--- config.mk ---
export PLATFORM = sky130hd
export DESIGN_NAME = deser_align_ctrl_flat
export DESIGN_NICKNAME = d
export VERILOG_FILES = /design/src/rtl/deser_align_ctrl_if.sv /design/src/rtl/deser_align_ctrl.sv /design/src/flat_wrapper.sv
export SDC_FILE = /design/constraint.sdc
export NUM_CORES = 1
export LEC_CHECK = 0
export ABC_AREA = 1
export CORE_AREA = 2 2 70 72
export DETAILED_ROUTE_END_ITERATION = 8
export DIE_AREA = 0 0 72 74
export PLACE_DENSITY = 0.73
export RECOVER_POWER = 100
export SYNTH_ARGS = -nofsm -noshare
export SYNTH_HDL_FRONTEND = slang
export SYNTH_SLANG_ARGS = --single-unit
--- constraint.sdc ---
create_clock -name i_clk -period 1.7 [get_ports i_clk]
set_input_delay 0.51 -clock i_clk [delete_from_list [all_inputs] [get_ports i_clk]]
set_output_delay 0.51 -clock i_clk [all_outputs]
set_load 0.005 [all_outputs]
--- src/rtl/deser_align_ctrl_if.sv ---
// Bundles the alignment controller's bring-up inputs, training-lane data and SERDES/IDELAY controls.
// Latency: none; the interface is only wiring.
// Backpressure: none; every signal is a level or a single-cycle pulse in the RxClkDiv domain.
interface deser_align_ctrl_if #(
    parameter int W = 4
);
    logic          i_mmcm_alignd;
    logic          i_idly_rdy;
    logic          i_retrain;
    logic [W-1:0]  i_srds_data;
    logic          o_bitslip;
    logic          o_idly_ce;
    logic          o_idly_inc;
    logic [4:0]    o_idly_tap_cnt;
    logic          o_aligned;
    logic          o_align_err;

    // Controller side.
    modport slave (
        input  i_mmcm_alignd, i_idly_rdy, i_retrain, i_srds_data,
        output o_bitslip, o_idly_ce, o_idly_inc, o_idly_tap_cnt, o_aligned, o_align_err
    );

    // Environment side: clocking infrastructure and ISERDES/IDELAY model.
    modport master (
        output i_mmcm_alignd, i_idly_rdy, i_retrain, i_srds_data,
        input  o_bitslip, o_idly_ce, o_idly_inc, o_idly_tap_cnt, o_aligned, o_align_err
    );
endinterface

--- src/rtl/deser_align_ctrl.sv ---
// Brings up an LVDS deserializer: waits for MMCM/IDELAYCTRL, then word-aligns using BITSLIP and IDELAY taps.
// Latency: training word registered once (1 cycle); lock after settle + check + repeated matches.
// Backpressure: none; Bitslip/IdlyCe are single-cycle pulses, spaced by the settle/slip-wait states.
module deser_align_ctrl #(
    parameter int                           C_IoSrdsDataWidth = 4,
    parameter logic [C_IoSrdsDataWidth-1:0] C_ClockPattern    = 4'b1010,
    parameter int                           C_SettleCycles    = 16,
    parameter int                           C_SlipWait        = 3,
    parameter int                           C_MatchCount      = 8,
    parameter int                           C_MaxTaps         = 32
) (
    input  logic                 i_clk,
    input  logic                 i_rst,
    deser_align_ctrl_if.slave    if_bus
);

    // One shared wait counter serves both SETTLE and SLIPWAIT, so it is sized for the longer one.
    localparam int C_WaitMax = (C_SettleCycles > C_SlipWait) ? C_SettleCycles : C_SlipWait;
    localparam int C_WaitW   = $clog2(C_WaitMax + 1);
    localparam int C_SlipW   = $clog2(C_IoSrdsDataWidth + 1);
    localparam int C_TapsW   = $clog2(C_MaxTaps + 1);
    localparam int C_MatchW  = $clog2(C_MatchCount + 1);

    typedef enum logic [3:0] {
        ST_IDLE,
        ST_SETTLE,
        ST_CHECK,
        ST_SLIP,
        ST_SLIPWAIT,
        ST_VERIFY,
        ST_TAP,
        ST_LOCKED,
        ST_FAIL
    } state_t;

    state_t                        r_state;
    state_t                        w_state_nxt;
    logic                          r_mmcm_s1, r_mmcm_s2;
    logic                          r_idly_s1, r_idly_s2;
    logic [C_IoSrdsDataWidth-1:0]  r_word;
    logic [C_WaitW-1:0]            r_wait,      w_wait_nxt;
    logic [C_SlipW-1:0]            r_slip_cnt,  w_slip_nxt;
    logic [C_TapsW-1:0]            r_taps,      w_taps_nxt;
    logic [C_MatchW-1:0]           r_match_cnt, w_match_nxt;
    logic [4:0]                    r_tap_cnt,   w_tap_nxt;
    logic                          w_bitslip;
    logic                          w_idly_ce;
    logic                          w_link_up;
    logic                          w_match;

    assign w_link_up = r_mmcm_s2 & r_idly_s2;
    assign w_match   = (r_word == C_ClockPattern);

    // Two-flop synchronisers for the asynchronous MMCM and IDELAYCTRL status inputs.
    always_ff @(posedge i_clk or posedge i_rst) begin
        if (i_rst) begin
            r_mmcm_s1 <= 1'b0;
            r_mmcm_s2 <= 1'b0;
            r_idly_s1 <= 1'b0;
            r_idly_s2 <= 1'b0;
        end else begin
            r_mmcm_s1 <= if_bus.i_mmcm_alignd;
            r_mmcm_s2 <= r_mmcm_s1;
            r_idly_s1 <= if_bus.i_idly_rdy;
            r_idly_s2 <= r_idly_s1;
        end
    end

    // State register plus counters; the training word is registered here and compared a cycle later.
    always_ff @(posedge i_clk or posedge i_rst) begin
        if (i_rst) begin
            r_state     <= ST_IDLE;
            r_word      <= '0;
            r_wait      <= '0;
            r_slip_cnt  <= '0;
            r_taps      <= '0;
            r_match_cnt <= '0;
            r_tap_cnt   <= '0;
        end else begin
            r_state     <= w_state_nxt;
            r_word      <= if_bus.i_srds_data;
            r_wait      <= w_wait_nxt;
            r_slip_cnt  <= w_slip_nxt;
            r_taps      <= w_taps_nxt;
            r_match_cnt <= w_match_nxt;
            r_tap_cnt   <= w_tap_nxt;
        end
    end

    // Next-state and pulse decode; link loss and Retrain override whatever the state wanted.
    always_comb begin
        w_state_nxt = r_state;
        w_wait_nxt  = r_wait;
        w_slip_nxt  = r_slip_cnt;
        w_taps_nxt  = r_taps;
        w_match_nxt = r_match_cnt;
        w_tap_nxt   = r_tap_cnt;
        w_bitslip   = 1'b0;
        w_idly_ce   = 1'b0;

        case (r_state)
            ST_IDLE: begin
                w_wait_nxt  = '0;
                w_slip_nxt  = '0;
                w_taps_nxt  = '0;
                w_match_nxt = '0;
                if (w_link_up) begin
                    w_state_nxt = ST_SETTLE;
                end
            end
            ST_SETTLE: begin
                if (r_wait == C_WaitW'(C_SettleCycles - 1)) begin
                    w_wait_nxt  = '0;
                    w_state_nxt = ST_CHECK;
                end else begin
                    w_wait_nxt  = r_wait + C_WaitW'(1);
                end
            end
            ST_CHECK: begin
                if (w_match) begin
                    w_match_nxt = C_MatchW'(1);
                    w_state_nxt = ST_VERIFY;
                end else if (r_slip_cnt < C_SlipW'(C_IoSrdsDataWidth - 1)) begin
                    w_state_nxt = ST_SLIP;
                end else begin
                    w_state_nxt = ST_TAP;
                end
            end
            ST_SLIP: begin
                w_bitslip   = 1'b1;
                w_slip_nxt  = r_slip_cnt + C_SlipW'(1);
                w_wait_nxt  = '0;
                w_state_nxt = ST_SLIPWAIT;
            end
            ST_SLIPWAIT: begin
                if (r_wait == C_WaitW'(C_SlipWait - 1)) begin
                    w_wait_nxt  = '0;
                    w_state_nxt = ST_CHECK;
                end else begin
                    w_wait_nxt  = r_wait + C_WaitW'(1);
                end
            end
            ST_VERIFY: begin
                // A mismatch restarts the search from CHECK; slipping waits for CHECK to decide.
                if (!w_match) begin
                    w_match_nxt = '0;
                    w_state_nxt = ST_CHECK;
                end else if (r_match_cnt == C_MatchW'(C_MatchCount)) begin
                    w_state_nxt = ST_LOCKED;
                end else begin
                    w_match_nxt = r_match_cnt + C_MatchW'(1);
                end
            end
            ST_TAP: begin
                if (r_taps == C_TapsW'(C_MaxTaps - 1)) begin
                    w_state_nxt = ST_FAIL;
                end else begin
                    w_idly_ce   = 1'b1;
                    w_tap_nxt   = r_tap_cnt + 5'd1;
                    w_taps_nxt  = r_taps + C_TapsW'(1);
                    w_slip_nxt  = '0;
                    w_wait_nxt  = '0;
                    w_state_nxt = ST_SETTLE;
                end
            end
            ST_LOCKED: begin
                // Data lanes share the SERDES clocking, so stray mismatches do not break lock.
                w_state_nxt = ST_LOCKED;
            end
            ST_FAIL: begin
                w_state_nxt = ST_FAIL;
            end
            default: begin
                w_state_nxt = ST_IDLE;
            end
        endcase

        if ((r_state != ST_IDLE) && !w_link_up) begin
            w_state_nxt = ST_IDLE;
        end
        if (if_bus.i_retrain) begin
            w_state_nxt = ST_IDLE;
        end
    end

    // Pulses decode straight from state so an async reset drops them at once.
    assign if_bus.o_bitslip      = w_bitslip;
    assign if_bus.o_idly_ce      = w_idly_ce;
    assign if_bus.o_idly_inc     = 1'b1;
    assign if_bus.o_idly_tap_cnt = r_tap_cnt;
    assign if_bus.o_aligned      = (r_state == ST_LOCKED);
    assign if_bus.o_align_err    = (r_state == ST_FAIL);

endmodule

--- src/flat_wrapper.sv ---
// flat-port wrapper written by rule: the top's interface ports become plain ports
module deser_align_ctrl_flat 
#(
    parameter int                           C_IoSrdsDataWidth = 4,
    parameter logic [C_IoSrdsDataWidth-1:0] C_ClockPattern    = 4'b1010,
    parameter int                           C_SettleCycles    = 16,
    parameter int                           C_SlipWait        = 3,
    parameter int                           C_MatchCount      = 8,
    parameter int                           C_MaxTaps         = 32
)
  (i_clk, i_rst, if_bus_i_mmcm_alignd, if_bus_i_idly_rdy, if_bus_i_retrain, if_bus_i_srds_data, if_bus_o_bitslip, if_bus_o_idly_ce, if_bus_o_idly_inc, if_bus_o_idly_tap_cnt, if_bus_o_aligned, if_bus_o_align_err);
  deser_align_ctrl_if #(.W((4))) if_bus_i ();
  input  logic i_clk;
  input  logic i_rst;
  input wire logic [$bits(if_bus_i.i_mmcm_alignd)-1:0] if_bus_i_mmcm_alignd;
  input wire logic [$bits(if_bus_i.i_idly_rdy)-1:0] if_bus_i_idly_rdy;
  input wire logic [$bits(if_bus_i.i_retrain)-1:0] if_bus_i_retrain;
  input wire logic [$bits(if_bus_i.i_srds_data)-1:0] if_bus_i_srds_data;
  output wire logic [$bits(if_bus_i.o_bitslip)-1:0] if_bus_o_bitslip;
  output wire logic [$bits(if_bus_i.o_idly_ce)-1:0] if_bus_o_idly_ce;
  output wire logic [$bits(if_bus_i.o_idly_inc)-1:0] if_bus_o_idly_inc;
  output wire logic [$bits(if_bus_i.o_idly_tap_cnt)-1:0] if_bus_o_idly_tap_cnt;
  output wire logic [$bits(if_bus_i.o_aligned)-1:0] if_bus_o_aligned;
  output wire logic [$bits(if_bus_i.o_align_err)-1:0] if_bus_o_align_err;
  assign if_bus_i.i_mmcm_alignd = if_bus_i_mmcm_alignd;
  assign if_bus_i.i_idly_rdy = if_bus_i_idly_rdy;
  assign if_bus_i.i_retrain = if_bus_i_retrain;
  assign if_bus_i.i_srds_data = if_bus_i_srds_data;
  assign if_bus_o_bitslip = if_bus_i.o_bitslip;
  assign if_bus_o_idly_ce = if_bus_i.o_idly_ce;
  assign if_bus_o_idly_inc = if_bus_i.o_idly_inc;
  assign if_bus_o_idly_tap_cnt = if_bus_i.o_idly_tap_cnt;
  assign if_bus_o_aligned = if_bus_i.o_aligned;
  assign if_bus_o_align_err = if_bus_i.o_align_err;
  deser_align_ctrl #(.C_IoSrdsDataWidth(C_IoSrdsDataWidth), .C_ClockPattern(C_ClockPattern), .C_SettleCycles(C_SettleCycles), .C_SlipWait(C_SlipWait), .C_MatchCount(C_MatchCount), .C_MaxTaps(C_MaxTaps)) u_core (.i_clk(i_clk), .i_rst(i_rst), .if_bus(if_bus_i));
endmodule
After elaboration in Yosys (flattened, before gate mapping)
Index checks and enable logic that the tools add are counted.
Word-level totals
  input port bits: 9
  bits in registers: 35
  logic and storage cells: 80
Operators by class
  bitwise logic cells: 2
  mux-type cells: 26
  equality and inequality tests: 20
  reduce and logical (&&, ||, !) cells: 15
  add/sub/neg operators: 5
  $lt $le $gt $ge: 1
Operators with widths (count)
  4-bit 2-to-1 mux: 12
  4-bit case mux with 9 select lines: 1
  5-bit case mux with 4 select lines: 1
  4-bit by 3-bit equality test with 1-bit output (second input constant): 4
  5-bit 2-to-1 mux: 3
  4-bit equality test (second input constant): 3
  4-bit by 2-bit != test with 1-bit output (second input constant): 3
  4-bit case mux with 3 select lines: 1
  6-bit case mux with 2 select lines: 1
  5-bit by 1-bit adder with 5-bit output (second input constant): 2
  3-bit case mux with 3 select lines: 1
  4-bit by 2-bit equality test with 1-bit output (second input constant): 2
  2-bit AND reduction: 4
  4-bit nonzero test: 2
  6-bit by 1-bit adder with 6-bit output (second input constant): 1
  6-bit by 5-bit equality test with 1-bit output (second input constant): 1
  3-bit 2-to-1 mux: 2
  6-bit 2-to-1 mux: 1
  3-bit nonzero test: 2
  5-bit by 2-bit equality test with 1-bit output (second input constant): 1
  5-bit by 4-bit equality test with 1-bit output (second input constant): 1
  5-bit != test (second input constant): 1
  4-bit by 1-bit adder with 4-bit output (second input constant): 1
  4-bit by 1-bit equality test with 1-bit output (second input constant): 1
  15 further kinds: 17

Depth between registers and ports, before layout
  depth in word-level cells: 6
  depth in mapped cells: 10
  gate-level depth less buffers: 10

Worst setup path before layout
No wires, ideal clock.
  path type: reg-to-reg
  from: reg u_core.r_wait[0]
  to: reg u_core.r_state[3]
  setup time: 0.077 ns
  cell stages (with the launch flop): 11
  arrival: 1.469 ns
  clock period less this slack: 1.546 ns
  setup slack: 0.154 ns
  path through: dfrtp_1 ha_1 nand2_1 nor2_1 ha_1 inv_1 nand3_1 nand3_1 nor2_1 nand2_1 a21oi_1
Between the ends
  word-level cells in the longest chain between the ends: 3
  elaborated cells between the ends (all ways): 5
Ends and longest elaborated chain
  start: declaration: RTL line deser_align_ctrl.sv:41  | logic [C_WaitW-1:0] r_wait, w_wait_nxt;
  start signal: assignment: RTL line deser_align_ctrl.sv:82  | r_wait <= w_wait_nxt;
  5-bit by 2-bit equality test with 1-bit output or 5-bit by 4-bit equality test with 1-bit output (tied branches): RTL line deser_align_ctrl.sv:136, deser_align_ctrl.sv:112
  4-bit by 2-bit != test with 1-bit output (no line)
  4-bit AND reduction (no line) (*)
  end signal: assignment: RTL line deser_align_ctrl.sv:80  | r_state <= w_state_nxt;
  end: declaration: RTL line deser_align_ctrl.sv:36  | state_t r_state;
Every way passes the cells marked *; elsewhere a longest branch is shown, timed or not.
A chain may end at the register's enable or synchronous reset.

Final worst setup path
  from: reg u_core.r_state[3]
  to: out if_bus_o_idly_ce
Between the ends
  word-level cells in the longest chain between the ends: 2
Ends and longest elaborated chain
  4-bit by 3-bit equality test with 1-bit output: RTL line deser_align_ctrl.sv:101  | case (r_state)
  1-bit 2-to-1 mux: RTL line deser_align_ctrl.sv:101
  end: declaration: RTL line flat_wrapper.sv:20  | output wire logic [$bits(if_bus_i.o_idly_ce)-1:0] if_bus_o_idly_ce;
Every way passes these cells.

==> flow_metrics.tcl <==
set metrics [dict create \
    status "finished, violations left" \
    violations "setup timing" \
    p_sw_mw 0.4291 \
    vdd_drop_max_mv 0.5299 \
    clk_pin_slew_ns 0.07 \
    synth_top_family_by_area "simple AND/OR/NAND/NOR gates" \
    insertion_delay_ns 0.29 \
    cts_max_path_buffers 2 \
    drc 0 \
    powerDensity_nw_per_um2 595.1 \
    routed_wl_um 4873 \
    drive_gt1_share_pct 30.63 \
    min_period_over_period_pct 105.2 \
    path_class "reg -> out" \
    worstHoldPathCells 0 \
    dp_hpwl_um 3213 \
    dp_slack_ns -0.1850 \
    synth-seq-cells 35 \
    fin_area_sq_um 2748 \
    slew_viol_final 0 \
    syn_nets 270 \
    p_clk_share_pct 35.4 \
    relSlewSlack_pct 41.94 \
    hold_violations 0 \
    crit_chain "buf_4 -> nor2_4 -> nand2_4 -> nor2_8 -> buf_6" \
    grt.overflow.total 0 \
    reg2regPathDepth 10 \
    synth-xor-area-share_pct 3.987 \
    worst_slew_pin_slew_ns 0.8710 \
    ctsHoldBuffers 0 \
    placed_area_sq_um 2430 \
    cts-root-buf "clkbuf_8" \
    switching_share_pct 26.25 \
    rsz0062_at_grt "yes" \
    core_sq_um 4598 \
    placementRows 25 \
    place.port_buffers 17 \
    whs_ns 0.3505 \
    fmax_ghz 0.5589 \
    critPathLaunchType "flop" \
    synthMuxAreaShare_pct 0 \
    die_h_um 74 \
    start_util_pct 42.99 \
    antenna_left 0 \
    maxCapViolCount 0 \
    antenna_found_initial 0 \
    period_minus_slack_ns 1.789 \
    arrival_ns 1.28 \
    grt_pass1_wl_um 8155 \
    p_int_mw 1.206 \
    cts_buffers 5 \
    io_pins 19 \
    yosys.area_share.simple_pct 32.34 \
    htreeDepth 2 \
    synth_fa_ha_area_share_pct 5.696 \
    max_stage_delay_ns 0.41 \
    gp_congestion 0.8789 \
    grt_max_degree 36 \
    fp.dieW_um 72 \
    hold_class "reg -> reg" \
    dieArea_sq_um 5328 \
    place_inst 350 \
    min_from "u_core.r_mmcm_s1" \
    stdcell_count 374 \
    syn_inst 252 \
    syn2layout_area_growth_pct 38.99 \
    setup_violations 3 \
    nFillCells 389 \
    power.total_mw 1.635 \
    diodes 0 \
    setup_slack_ns -0.08912 \
    fin_nets 338 \
    cp_max_fo 2 \
    timing.rr.end "u_core.r_state[0]" \
    grt_usage_pct 19.97 \
    slowest_stage "dfrtp_2" \
    yosys_warnings 0 \
    vias_per_cell 5.051 \
    drt-wirelength-per-cell_um 13.03 \
    ys_types 25 \
    syn_avg_cell_area_sq_um 7.845 \
    cp.required_ns 1.19 \
    drt_iter0_drc 80 \
    pwr-share-seq_pct 52.6 \
    synthesis.area_sq_um 1977 \
    vias 1889 \
    leakagePower_nw 1.436 \
    holdPathEnd "u_core.r_mmcm_s2" \
    seq_area_frac_synth_pct 44.30 \
    r2r-start "u_core.r_state[1]" \
    synth_compound_area_share_pct 6.646 \
    clock-sinks 35 \
    dr.pass1.iters 4 \
    cts_tree "done" \
    skew_ns 0.01181 \
    r2r_slack_ns 0.02 \
    grt_pass1_vias 1937 \
    crit_path_end_kind "primary output" \
    comb_power_share_pct 12.0 \
]
cells in the mapped netlist:
| cell type | instances | share of area (%) |
|---|---|---|
| nor2_1 | 24 | 4.6 |
| inv_1 | 28 | 5.3 |
| a22o_1 | 1 | 0.44 |
| or2_1 | 1 | 0.32 |
| nand4_1 | 6 | 1.9 |
| o21ai_1 | 4 | 1.0 |
| nor2_8 | 1 | 1.0 |
| inv_2 | 4 | 0.76 |
| nor2_2 | 3 | 0.95 |
| nor2_4 | 4 | 2.3 |
| nand2_1 | 72 | 14 |
| ha_1 | 9 | 5.7 |
| a21oi_1 | 9 | 2.3 |
| nor3_2 | 1 | 0.51 |
| buf_4 | 2 | 0.76 |
| xor2_1 | 3 | 1.3 |
| dfrtp_1 | 35 | 44 |
| nand2_2 | 3 | 0.95 |
| xnor2_1 | 6 | 2.7 |
| conb_1 | 1 | 0.19 |
| o21a_1 | 1 | 0.38 |
| nand3_1 | 21 | 5.3 |
| nand3b_1 | 1 | 0.38 |
| nor3_1 | 2 | 0.51 |
| o21ai_0 | 10 | 2.5 |
worst max path at each step:
stage,start,end,slack (ns),cells past startpoint
after global routing,u_core.r_state[3],if_bus_o_idly_ce,-0.13,5
after global placement,u_core.r_taps[0],if_bus_o_idly_ce,-0.15,5
final,u_core.r_state[3],if_bus_o_idly_ce,-0.09,5
after CTS,u_core.r_state[0],if_bus_o_idly_ce,-0.08,5
after floorplan,u_core.r_wait[0],u_core.r_state[3],0.15,10
after detailed placement,u_core.r_taps[0],if_bus_o_idly_ce,-0.18,5
area by class of cell:
cell class                      count  area (sq um)  share of cell area [%]
Clock buffer                        5         68.82                   2.505
Clock inverter                      2         13.76                  0.5009
Inverter                           32         120.1                   4.372
Multi-Input combinational cell    183          1086                   39.53
Sequential cell                    35         877.1                   31.92
Tap cell                           54         67.56                   2.459
Timing Repair Buffer               63         514.2                   18.72
stage by stage:
stage | util [%] | TNS (ns)
floorplan | - | 0
global placement | 52.84 | -0.2019
detailed placement | 52.84 | -0.2598
CTS | 57.50 | -0.2568
global route | 59.76 | -0.9783
finish | 59.76 | -0.2224
cells by family after synthesis:
| group | after synthesis |
|---|---|
| xor gates and xnor gates | 9 |
| other | 1 |
| DFF | 35 |
| and+or+nand+nor | 139 |
| adders and majority gates | 9 |
| buffers and inverters | 34 |
| AOI/OAI and AO/OA | 25 |
routing by layer:
metal	global-route usage, %	share of wire [%]
met5	0	0
met2	35.80	53
met1	22.60	40
met3	4.065	2.5
met4	10.48	3.7
cell usage in the layout, fill, tap and decap left out, drive strengths merged:
cell	n
ha	9
xnor2	6
nand2	75
nand3	21
dlygate4sd2	1
clkdlybuf4s50	4
buf	47
xor2	3
clkdlybuf4s15	1
inv	32
conb	1
nor3	3
dlymetal6s2s	1
a22o	1
nand3b	1
or2	1
clkinv	2
dlygate4sd3	7
dfrtp	35
clkbuf	7
o21a	1
a21oi	9
nor2	32
o21ai	14
nand4	6
registers in the layout, indices dropped and copies added, names as in the netlist:
| signal | flops |
|---|---|
| u_core.r_mmcm_s2 | 1 |
| u_core.r_word | 4 |
| u_core.r_wait | 5 |
| u_core.r_match_cnt | 4 |
| u_core.if_bus.o_idly_tap_cnt | 5 |
| u_core.r_idly_s1 | 1 |
| u_core.r_slip_cnt | 3 |
| u_core.r_taps | 6 |
| u_core.r_mmcm_s1 | 1 |
| u_core.r_idly_s2 | 1 |
| u_core.r_state | 4 |
critical path, delay by kind of cell, from the launching register on:
kind / cells / cell delay [ns]
buffers and inverters: 2 / 0.25
DFF: 1 / 0.41
and+or+nand+nor: 3 / 0.33
power groups by stage:
| stage | sequential, mW | combinational, mW | clock, mW |
|---|---|---|---|
| final | 0.860 | 0.196 | 0.579 |
| after global routing | 0.861 | 0.220 | 0.638 |
| after CTS | 0.859 | 0.182 | 0.599 |
| after detailed placement | 0.877 | 0.167 | 0 |
| after global placement | 0.875 | 0.164 | 0 |
| after floorplan | 0.878 | 0.0989 | 0 |
repair_timing:
action	4_1_cts	5_1_grt
gates resized for setup	30	25
pin swaps	4	6
setup buffers	12	5
setup endpoints to repair	8	22
(Power assumes the default switching activity.)
==> edit, RTL diff (same flow settings) <==
`C_SlipWait` is set to 3 in 2 places; all go to 5.
--- a/src/rtl/deser_align_ctrl.sv
+++ b/src/rtl/deser_align_ctrl.sv
@@ -5,7 +5,7 @@
     parameter int                           C_IoSrdsDataWidth = 4,
     parameter logic [C_IoSrdsDataWidth-1:0] C_ClockPattern    = 4'b1010,
     parameter int                           C_SettleCycles    = 16,
-    parameter int                           C_SlipWait        = 3,
+    parameter int                           C_SlipWait        = 5,
     parameter int                           C_MatchCount      = 8,
     parameter int                           C_MaxTaps         = 32
 ) (
--- a/src/flat_wrapper.sv
+++ b/src/flat_wrapper.sv
@@ -4,7 +4,7 @@
     parameter int                           C_IoSrdsDataWidth = 4,
     parameter logic [C_IoSrdsDataWidth-1:0] C_ClockPattern    = 4'b1010,
     parameter int                           C_SettleCycles    = 16,
-    parameter int                           C_SlipWait        = 3,
+    parameter int                           C_SlipWait        = 5,
     parameter int                           C_MatchCount      = 8,
     parameter int                           C_MaxTaps         = 32
 )
Behaviour: no difference found for any inputs over 10 cycles, from zero or initial values and one cycle with i_rst high; that may be too few to reach the edited logic, so the function may still have changed.
==> edit against the unedited design <==
- wire length increased by 15%
- design area increased by 5.5%
- synthesized area increased by 0.51%
- critical path depth increased by 1
- clock power increased by 7.9%
- setup slack got worse by 2.0 ps
- sequential cell count unchanged
- total power increased by 4.6%
- final cell count increased by 4.5%
- the run still ends with negative setup slack left
- largest cell class unchanged
- non-clock buffer count increased by 15
- combinational power increased by 14%
- highest routed layer unchanged
- critical path type unchanged
- global-route usage decreased by 0.92 points
==> edit: results (changes against the unedited design) <==
| Metric | Value |
|---|---|
| Layout fillers | 351 (was 389) |
| Worst slew pin tran | 871 ps (about the same) |
| Post-route worst hold slack | 355 ps (was 350 ps) |
| Hold path endpoint | u_core.r_idly_s2 (was u_core.r_mmcm_s2) |
| Number of DRC markers in iteration 0 | 148 (was 80) |
| Pre-CTS setup slack | -169 ps (was -185 ps) |
| Setup violation total in the final timing report | 7 (was 3) |
| Detailed placer's ending HPWL | 3120 um (was 3210 um) |
| Status | finished with violations (unchanged) |
| Share of layout cells above drive strength 1 | 35.6% (was 30.6%) |
| Startpoint of the worst hold path | u_core.r_idly_s1 (was u_core.r_mmcm_s1) |
| Failing checks | negative setup slack (unchanged) |
| Synthesized Nets | 273 (was 270) |
| Worst setup skew after layout | 11.4 ps (was 11.8 ps) |
| Number of global-route vias before repair | 1859 (was 1937) |
| GRT Util Overall | 19.1% (was 20.0%) |
| Finished Layout Cells | 391 (was 374) |
| Worst R2R Setup Slack | -30 ps (was 20 ps) |
| Final critical-path share of the clock period | 105% (about the same) |
| Slack of the critical path | -91.1 ps (was -89.1 ps) |
| Terminus of the critical flop-to-flop path | u_core.r_state[2] (was u_core.r_state[0]) |
| Final TNS setup | -254 ps (was -222 ps) |
| DP Cell Count | 353 (was 350) |
| Origin of the critical flop-to-flop path | u_core.r_state[0] (was u_core.r_state[1]) |
| Final net count | 355 (was 338) |
## edit: changes by cell type after synthesis, moves of 2 or more
cell,before,now
sky130_fd_sc_hd__a21oi_1,9,6
sky130_fd_sc_hd__inv_1,28,24
sky130_fd_sc_hd__nand4_1,6,8
sky130_fd_sc_hd__nor2_1,24,28
sky130_fd_sc_hd__nor2_2,3,5
## edit: cell families (layout without fill, tap and decap cells)
| group | count (synthesis) | in the layout | synth area share, % |
|---|---|---|---|
| AO/OA/AOI/OAI | 25 | 25 | 6.74 |
| AND/OR/NAND/NOR | 145 | 145 | 33.1 |
| XOR/XNOR | 9 | 9 | 3.97 |
| flip-flops | 35 | 35 | 44.1 |
| buffers and inverters | 31 | 113 | 6.23 |
| adder cells (fa/ha/maj) | 9 | 9 | 5.67 |
| other | 1 | 1 | 0.189 |
## edit: worst max path at each step
| stage | slack, ps | to | startpoint |
|---|---|---|---|
| 4_1_cts | -60 | if_bus_o_idly_ce | u_core.r_state[2] |
| 3_5_place_dp | -170 | if_bus_o_idly_ce | u_core.r_taps[0] |
| 6_report | -90 | if_bus_o_idly_ce | u_core.r_state[2] |
| 3_3_place_gp | -150 | if_bus_o_idly_ce | u_core.r_taps[0] |
| 5_1_grt | -130 | if_bus_o_idly_ce | u_core.r_state[3] |
| 2_1_floorplan | 180 | if_bus_o_idly_ce | u_core.r_taps[0] |
## edit: what timing repair did
item	4_1_cts	5_1_grt
pin swaps	9	13
setup buffers	18	13
gates resized for setup	42	28
gates cloned	0	0
setup endpoints to repair	8	18
## edit: power groups by stage
stage | Combinational, mW | Sequential [mW] | Clock (mW)
after floorplan | 0.105 | 0.878 | 0
after global placement | 0.178 | 0.876 | 0
after detailed placement | 0.181 | 0.877 | 0
after CTS | 0.199 | 0.860 | 0.634
after global routing | 0.243 | 0.862 | 0.676
final | 0.224 | 0.861 | 0.625
## edit: critical path: cells and delay by family (launching register included)
kind                   cells  cell delay (ps)
flip-flops                 1              410
AND/OR/NAND/NOR            3              270
buffers and inverters      3              310
## edit: layout make-up
cell class | instances | area [um2] | area share, %
clock inverters | 1 | 5.00 | 0.173
well taps | 54 | 67.6 | 2.33
repair buffers | 78 | 634 | 21.9
clock buffers | 6 | 82.6 | 2.85
flip-flops and latches | 35 | 877 | 30.3
multi-input cells | 189 | 1130 | 38.9
inverters | 28 | 105 | 3.63
## edit: per-layer routing
layer  global-route usage (%)  vias to the layer above  wire (um)
li1                         -                      975          -
met4                     6.92                        0         98
met3                     4.34                       10        214
met1                     22.5                      975       2230
met2                     34.3                       66       3050
met5                        0                        -          0
